`src/rtl/alu_pkg.sv`:
```
// Shared opcode and FSM definitions for the operand loader front end of the logic ALU.
package alu_pkg;

    typedef enum logic [2:0] {
        OP_AND = 3'd0,
        OP_OR  = 3'd1,
        OP_XOR = 3'd2,
        OP_SHR = 3'd3,
        OP_SHL = 3'd4
    } opcode_t;

    typedef enum logic [2:0] {
        LOAD_A  = 3'd0,
        LOAD_B  = 3'd1,
        LOAD_OP = 3'd2,
        ISSUE   = 3'd3,
        ERR     = 3'd4
    } state_t;

    localparam int OP_LEGAL_MAX = 4;

endpackage

```
`src/rtl/btn_edge.sv`:
```
// Synchronizes the raw load button and emits a single-cycle pulse per press.
module btn_edge (
    input  logic clk,
    input  logic rst,
    input  logic btn,
    output logic pulse
);

    logic btn_p0, btn_p1, btn_p2;
    logic rdy_p0, rdy_p1;
    logic armed;

    // armed stays low until the synchronized button has been seen released,
    // so a button held through reset cannot fire a spurious press.
    always_ff @(posedge clk or posedge rst) begin
        if (rst) begin
            btn_p0 <= 1'b0;
            btn_p1 <= 1'b0;
            btn_p2 <= 1'b0;
            rdy_p0 <= 1'b0;
            rdy_p1 <= 1'b0;
            armed  <= 1'b0;
            pulse  <= 1'b0;
        end else begin
            btn_p0 <= btn;
            btn_p1 <= btn_p0;
            btn_p2 <= btn_p1;
            rdy_p0 <= 1'b1;
            rdy_p1 <= rdy_p0;
            if (rdy_p1 && !btn_p1)
                armed <= 1'b1;
            pulse  <= armed && btn_p1 && !btn_p2;
        end
    end

endmodule

```
`src/rtl/operand_loader.sv`:
```
// Button-driven loader that collects A, B and an opcode, then issues them to the logic ALU.
module operand_loader
    import alu_pkg::*;
#(
    parameter int N   = 4,
    parameter int OPW = 3
) (
    input  logic           clk,
    input  logic           rst,
    input  logic [N-1:0]   sw,
    input  logic [OPW-1:0] op_sw,
    input  logic           btn,
    input  logic           clear,
    input  logic           ack,
    output logic [N-1:0]   A,
    output logic [N-1:0]   B,
    output logic [OPW-1:0] op,
    output logic           valid,
    output logic           err,
    output logic [2:0]     state
);

    logic   pulse;
    logic   ld_a, ld_b, ld_op;
    logic   op_legal;
    state_t state_q, state_d;

    btn_edge u_btn_edge (
        .clk   (clk),
        .rst   (rst),
        .btn   (btn),
        .pulse (pulse)
    );

    assign op_legal = (op_sw <= OPW'(OP_LEGAL_MAX));

    always_ff @(posedge clk or posedge rst) begin
        if (rst)
            state_q <= LOAD_A;
        else
            state_q <= state_d;
    end

    always_comb begin
        state_d = state_q;
        ld_a    = 1'b0;
        ld_b    = 1'b0;
        ld_op   = 1'b0;
        if (clear) begin
            state_d = LOAD_A;
        end else begin
            case (state_q)
                LOAD_A: if (pulse) begin
                    ld_a    = 1'b1;
                    state_d = LOAD_B;
                end
                LOAD_B: if (pulse) begin
                    ld_b    = 1'b1;
                    state_d = LOAD_OP;
                end
                LOAD_OP: if (pulse) begin
                    ld_op   = 1'b1;
                    state_d = op_legal ? ISSUE : ERR;
                end
                ISSUE: if (ack) state_d = LOAD_A;
                ERR:   if (pulse) state_d = LOAD_OP;
                default: state_d = LOAD_A;
            endcase
        end
    end

    always_ff @(posedge clk or posedge rst) begin
        if (rst) begin
            A  <= '0;
            B  <= '0;
            op <= '0;
        end else if (clear) begin
            A  <= '0;
            B  <= '0;
            op <= '0;
        end else begin
            if (ld_a)  A  <= sw;
            if (ld_b)  B  <= sw;
            if (ld_op) op <= op_sw;
        end
    end

    // Moore outputs straight from the state register, so reset drops them immediately.
    assign valid = (state_q == ISSUE);
    assign err   = (state_q == ERR);
    assign state = state_q;

endmodule

```
`config.mk`:
```
export PLATFORM = sky130hd
export DESIGN_NAME = operand_loader
export DESIGN_NICKNAME = d
export VERILOG_FILES = /design/src/rtl/alu_pkg.sv /design/src/rtl/btn_edge.sv /design/src/rtl/operand_loader.sv
export SDC_FILE = /design/constraint.sdc
export NUM_CORES = 1
export LEC_CHECK = 0
export ABC_AREA = 1
export CORE_UTILIZATION = 35
export CTS_CLUSTER_SIZE = 30
export DETAILED_ROUTE_END_ITERATION = 8
export PLACE_DENSITY = 0.68
export SLEW_MARGIN = 20
export SYNTH_ARGS = -nofsm -noshare
export SYNTH_HDL_FRONTEND = slang
export SYNTH_SLANG_ARGS = --single-unit
```
`constraint.sdc`:
```
create_clock -name clk -period 3 [get_ports clk]
set_input_delay 0.45 -clock clk [delete_from_list [all_inputs] [get_ports clk]]
set_output_delay 0.45 -clock clk [all_outputs]
set_load 0.05 [all_outputs]
```
==> impl_metrics.py, run 1 <==
metrics = {
    "status": {
        "status": "finished, final reports clean",
    },
    "setup_path": {
        "end_kind": "output port",
        "cpPeakStageDelay_ns": 0.79,
        "arrival_ns": 1.91,
        "r2r-start": "state[2]$_DFFE_PP0P_",
        "required_ns": 2.55,
        "critPathBufInv": 2,
        "cp_slowest_cell": "clkdlybuf4s50_1",
        "r2r-end": "A[0]$_DFFE_PP0P_",
        "worstPathCellList": "nor2_1, nand2_1, inv_1, clkdlybuf4s50_1",
        "cp_max_fo": 7,
        "crit_family": "buffers and inverters",
        "path_class": "flip-flop to output port",
        "worst-r2r-setup-slack_ns": 1.72,
        "worstSetupStartpointType": "flip-flop",
        "reg2reg_depth": 5,
        "cp_num_cells": 4,
    },
    "sta": {
        "finalCritPeriodShare_pct": 78.6,
        "skew_ns": 0.00478,
        "setup_violations": 0,
        "slew-limit-headroom_pct": 50.1,
        "final.setup.tns_ns": 0,
        "rsz0062_at_grt": "false",
        "slew_viol_final": 0,
        "fin_crit_ns": 2.36,
        "tightest_slew_ns": 0.747,
        "hold_violations": 0,
        "fmax_mhz": 424,
    },
    "detailed_routing": {
        "highest_layer": "met3",
        "drt-initial-drc-count": 15,
        "wl_met3_um": 147,
        "wl_per_cell_um": 10.3,
        "vias_per_cell": 4.55,
        "wl_met1_um": 823,
        "ant_nets": 0,
        "vias": 788,
        "routed_wl_um": 1780,
        "dr.pass1.iters": 4,
        "route.met2.wl_um": 807,
        "route.detailed.drc": 0,
    },
    "run": {
        "max_cap_violations": 0,
    },
    "synthesis": {
        "synth.area.top_cells": "dfrtp_1 55%, nand2_1 11%, inv_1 9.4%, o21ai_0 6.8%, nand3_1 2.6%",
        "synth_area_per_cell_um2": 8.45,
        "syn_inst": 113,
        "synthFlopType": "dfrtp_1",
        "yosysWarnings": 0,
        "yosysTopAreaCellShare_pct": 55.0,
        "synth_edf_count": 0,
        "synth_top_area_cell": "dfrtp_1",
        "syn-num-nets": 125,
        "synth_seq_cells": 21,
        "synth-async-reset-ratio_pct": 100,
        "yosysSeqAreaShare_pct": 55.0,
        "syn_area_um2": 955,
        "ys_types": 19,
    },
    "global_routing": {
        "first_global_vias": 715,
        "grt_pass1_wl_um": 2950,
        "grt-ovfl-total": 0,
        "grt_max_degree": 22,
        "grt_usage_pct": 14.0,
        "antenna_found_initial": 0,
    },
    "layout": {
        "nets": 156,
        "n_antenna_cell": 0,
        "drive_gt1_share_pct": 10.5,
        "area_growth_pct": 34.6,
    },
    "cts": {
        "cts_tree": "done",
        "clockRootBuffer": "clkbuf_4",
        "worstSkewPairLatency_ns": 0.29,
        "cts.sinks": 21,
        "cts_setup_buffers": 0,
        "post_cts_resized": 0,
        "cts.path.max_buffers": 2,
        "numCtsBuffers": 3,
        "h-tree-depth": 1,
        "cts.clk_slew.worst_paths_ns": 0.11,
        "holdBufCountCts": 0,
    },
    "hold_path": {
        "worstHoldStart": "u_btn_edge.rdy_p0$_DFF_PP0_",
        "hold_depth": 0,
        "whs_endpoint": "u_btn_edge.rdy_p1$_DFF_PP0_",
        "hp-class": "flip-flop to flip-flop",
    },
    "floorplan": {
        "die_w_um": 54.2,
        "std_cell_rows": 18,
        "die_area_mm2": 0.00294,
        "die_h_um": 54.2,
        "start_util_pct": 37.8,
        "fp.coreArea_mm2": 0.00252,
        "ioPinCount": 28,
    },
    "placement": {
        "hpwlAfterDp_um": 1370,
        "io_buffer_count": 27,
        "gp_congestion": 0.828,
    },
    "power": {
        "p_per_area_mw_per_mm2": 658,
        "peakVddDrop_mv": 0.419,
        "p_leak_uw": 0.000622,
        "finalPower_uw": 846,
    },
}
==> sequential cells by signal (all words and copies together), names as in the netlist, 3 cells and up <==
register and flops:
state 3, B 4, A 4, op 3
==> placed cells by master (no fill, tap or decap), drive strengths merged <==
cell,instances
a21oi,3
clkbuf,3
clkdlybuf4s50,27
clkinv,1
conb,1
dfrtp,21
inv,26
nand2,29
nand3,7
nor2,7
nor3,2
nor4,1
o21ai,14
o31ai,1
==> cells in the mapped netlist, types with 2 or more instances <==
master,n
a21oi_1,2
dfrtp_1,21
inv_1,24
inv_2,2
nand2_1,27
nand2_2,2
nand3_1,5
nand3_2,2
nor2_1,6
o21ai_0,13
==> final cells by class <==
type,instances,area [um^2]
Inverter,26,97.6
Multi-Input combinational cell,65,327
Clock inverter,1,5.00
Timing Repair Buffer,27,270
Tap cell,30,37.5
Clock buffer,3,22.5
Fill cell,240,1240
Sequential cell,21,526
==> power breakdown <==
part / leakage [uW] / switching [uW] / internal [uW]
sequential: 0.000266 / 39.4 / 316
combinational: 0.000339 / 244 / 119
clock: 0.0000177 / 78.2 / 49.5
total: 0.000622 / 361 / 485
==> per-layer routing <==
metal  GRT usage [%]  up-vias
met5               0        -
met4            5.13        0
met3            3.06        0
met2            22.0       29
met1            18.8      353
li1                -      406
==> metrics by stage <==
stage	hold WS [ns]	setup slack (ns)	util [%]	instances	cell area (um^2)
floorplan	0.331	1.28	-	113	955
finish	0.360	0.641	50.9	173	1280
global placement	0.333	1.03	49.9	169	1260
detailed placement	0.337	0.974	49.9	169	1260
global route	0.376	0.516	50.9	173	1280
CTS	0.364	0.632	50.9	173	1280
==> worst max path at each step <==
stage                    startpoint  endpoint
2_1_floorplan  state[1]$_DFFE_PP0P_     valid
3_3_place_gp   state[1]$_DFFE_PP0P_       err
3_5_place_dp   state[1]$_DFFE_PP0P_       err
4_1_cts        state[1]$_DFFE_PP0P_       err
5_1_grt        state[1]$_DFFE_PP0P_       err
6_report       state[1]$_DFFE_PP0P_       err
==> logic make-up (layout without fill, tap and decap cells) <==
kind of cell / Yosys count / count (layout) / synth area share, %
DFF: 21 / 21 / 55.0
AOI/OAI and AO/OA: 18 / 18 / 11.9
other: 1 / 1 / 0.393
buffers and inverters: 27 / 57 / 10.7
and+or+nand+nor: 46 / 46 / 21.9
Power figures use the tool's default switching activity.
==> run 2: changes to the inputs <==
--- a/config.mk
+++ b/config.mk
@@ -9,7 +9,7 @@
 export CORE_UTILIZATION = 35
 export CTS_CLUSTER_SIZE = 30
 export DETAILED_ROUTE_END_ITERATION = 8
-export PLACE_DENSITY = 0.68
+export PLACE_DENSITY = 0.7
 export SLEW_MARGIN = 20
 export SYNTH_ARGS = -nofsm -noshare
 export SYNTH_HDL_FRONTEND = slang
==> constraint.sdc (replaced) <==
create_clock -name clk -period 2.1 [get_ports clk]
set_input_delay 0.315 -clock clk [delete_from_list [all_inputs] [get_ports clk]]
set_output_delay 0.315 -clock clk [all_outputs]
set_load 0.05 [all_outputs]
==> run 2 against run 1 <==
Effect of this change: critical path depth is 3 lower; die area stayed put; cell count rose by 0.58%; sequential share of layout area fell by 0.16 points; largest power group is now sequential cells; flip-flop and latch count unchanged; critical path type unchanged; final area is 0.39% higher; worst hold slack got worse by 0.032 ns; core utilization increased by 0.20 points; sequential power up 44%; count of clock-buffer cells in the layout unchanged; clock power up 54%; critical endpoint is now state[0]; combinational power is 40% higher.
==> impl_metrics.py, run 2 (synthesis results as in run 1) <==
metrics = {
    "status": {
        "status": "finished, final reports clean",
    },
    "sta": {
        "final.setup.tns_ns": 0,
        "fin_crit_ns": 1.99,
        "hold_violations": 0,
        "skew_ns": 0.00633,
        "setup_slack_ns": 0.108,
        "fmax_mhz": 502,
        "rsz0062_at_grt": "false",
        "slew-limit-headroom_pct": 66.3,
        "tightest_slew_ns": 0.504,
        "finalCritPeriodShare_pct": 94.9,
        "slew_viol_final": 0,
        "setup_violations": 0,
    },
    "global_routing": {
        "grt-ovfl-total": 0,
        "antenna_found_initial": 0,
        "first_global_vias": 794,
        "grt_usage_pct": 15.2,
        "grt_max_degree": 22,
        "grt_pass1_wl_um": 3200,
    },
    "layout": {
        "layout_commonest_cell": "nand2_1",
        "fillCellCount": 256,
        "nets": 157,
        "area_growth_pct": 35.1,
        "fin_area_mm2": 0.00129,
        "final_cell_mix": "27 x nand2_1, 25 x clkdlybuf4s50_1, 24 x inv_1, 21 x dfrtp_1, 13 x o21ai_0",
        "n_antenna_cell": 0,
        "drive_gt1_share_pct": 12.5,
        "reg.largest.list": "A: 4 flops, B: 4 flops",
    },
    "placement": {
        "gp_congestion": 0.751,
        "hpwlAfterDp_um": 1450,
        "io_buffer_count": 27,
        "place_ws_ns": 0.352,
        "placed_cell_area_mm2": 0.00126,
    },
    "cts": {
        "cts_tree": "done",
        "post_cts_resized": 0,
        "cts.clk_slew.worst_paths_ns": 0.12,
        "cts.sinks": 21,
        "worstSkewPairLatency_ns": 0.31,
        "holdBufCountCts": 0,
        "h-tree-depth": 1,
        "cts_setup_buffers": 0,
        "clockRootBuffer": "clkbuf_4",
        "numCtsBuffers": 3,
        "cts.path.max_buffers": 2,
    },
    "detailed_routing": {
        "ant_nets": 0,
        "dr.pass1.iters": 4,
        "route.detailed.drc": 0,
        "wl_per_cell_um": 10.9,
        "drt-initial-drc-count": 7,
        "vias": 790,
        "routed_wl_um": 1900,
        "vias_per_cell": 4.54,
    },
    "floorplan": {
        "std_cell_rows": 18,
        "ioPinCount": 28,
        "die_area_mm2": 0.00294,
        "die_h_um": 54.2,
        "fp.coreArea_mm2": 0.00252,
        "start_util_pct": 37.8,
        "die_w_um": 54.2,
    },
    "setup_path": {
        "crit_family": "buffers and inverters",
        "required_ns": 1.78,
        "cpPeakStageDelay_ns": 0.85,
        "cp_max_fo": 8,
        "cp_slowest_cell": "clkdlybuf4s50_1",
        "worstPathCellList": "clkdlybuf4s50_1",
        "worstSetupStartpointType": "flip-flop",
        "arrival_ns": 1.68,
        "critPathBufInv": 1,
        "end_kind": "output port",
        "path_class": "flip-flop to output port",
    },
    "power": {
        "p_per_area_mw_per_mm2": 944,
        "peakVddDrop_mv": 0.675,
        "finalPower_uw": 1220,
        "p_leak_uw": 0.000627,
    },
    "run": {
        "max_cap_violations": 0,
    },
    "hold_path": {
        "hp-class": "input pin to async pin",
    },
}
## run 2: layout make-up
cell class                 instances  area [um^2]  area share (%)
sequential                        21          526            40.7
multi-input combinational         65          327            25.3
timing repair buffer              28          273            21.1
inverter                          26         97.6            7.57
tap                               30         37.5            2.91
clock buffer                       3         22.5            1.75
clock inverter                     1         7.51           0.582
## run 2: stage by stage
step / instances / utilization [%] / hold slack [ns]
2_1_floorplan: 113 / - / 0.292
3_3_place_gp: 170 / 50.0 / 0.333
3_5_place_dp: 170 / 50.0 / 0.337
4_1_cts: 174 / 51.1 / 0.341
5_1_grt: 174 / 51.1 / 0.361
6_report: 174 / 51.1 / 0.328
## run 2: routing by layer
layer	vias up	part of all wire [%]	GRT usage, %
met2	29	48	25.6
met4	0	1.7	7.69
li1	403	-	-
met1	353	44	18.8
met3	5	5.7	2.22
met5	-	0	0
## run 2: power breakdown
| part | switching, uW | leakage [uW] | internal [uW] |
|---|---|---|---|
| clock | 125 | 0.0000139 | 72.7 |
| sequential | 59.0 | 0.000266 | 451 |
| combinational | 341 | 0.000348 | 170 |
## run 2: final timing paths
path	from	endpoint	slack [ns]	depth (start not counted)
min in group clk	u_btn_edge.btn_p0$_DFF_PP0_	u_btn_edge.btn_p1$_DFF_PP0_	0.36	0
max	state[0]$_DFFE_PP0P_	state[0]	0.11	1
min	rst	u_btn_edge.rdy_p0$_DFF_PP0_	0.33	3
max in group asynchronous	rst	A[0]$_DFFE_PP0P_	1.56	3
min reg2reg	u_btn_edge.btn_p0$_DFF_PP0_	u_btn_edge.btn_p1$_DFF_PP0_	0.36	0
max reg2reg	state[0]$_DFFE_PP0P_	A[2]$_DFFE_PP0P_	0.84	4
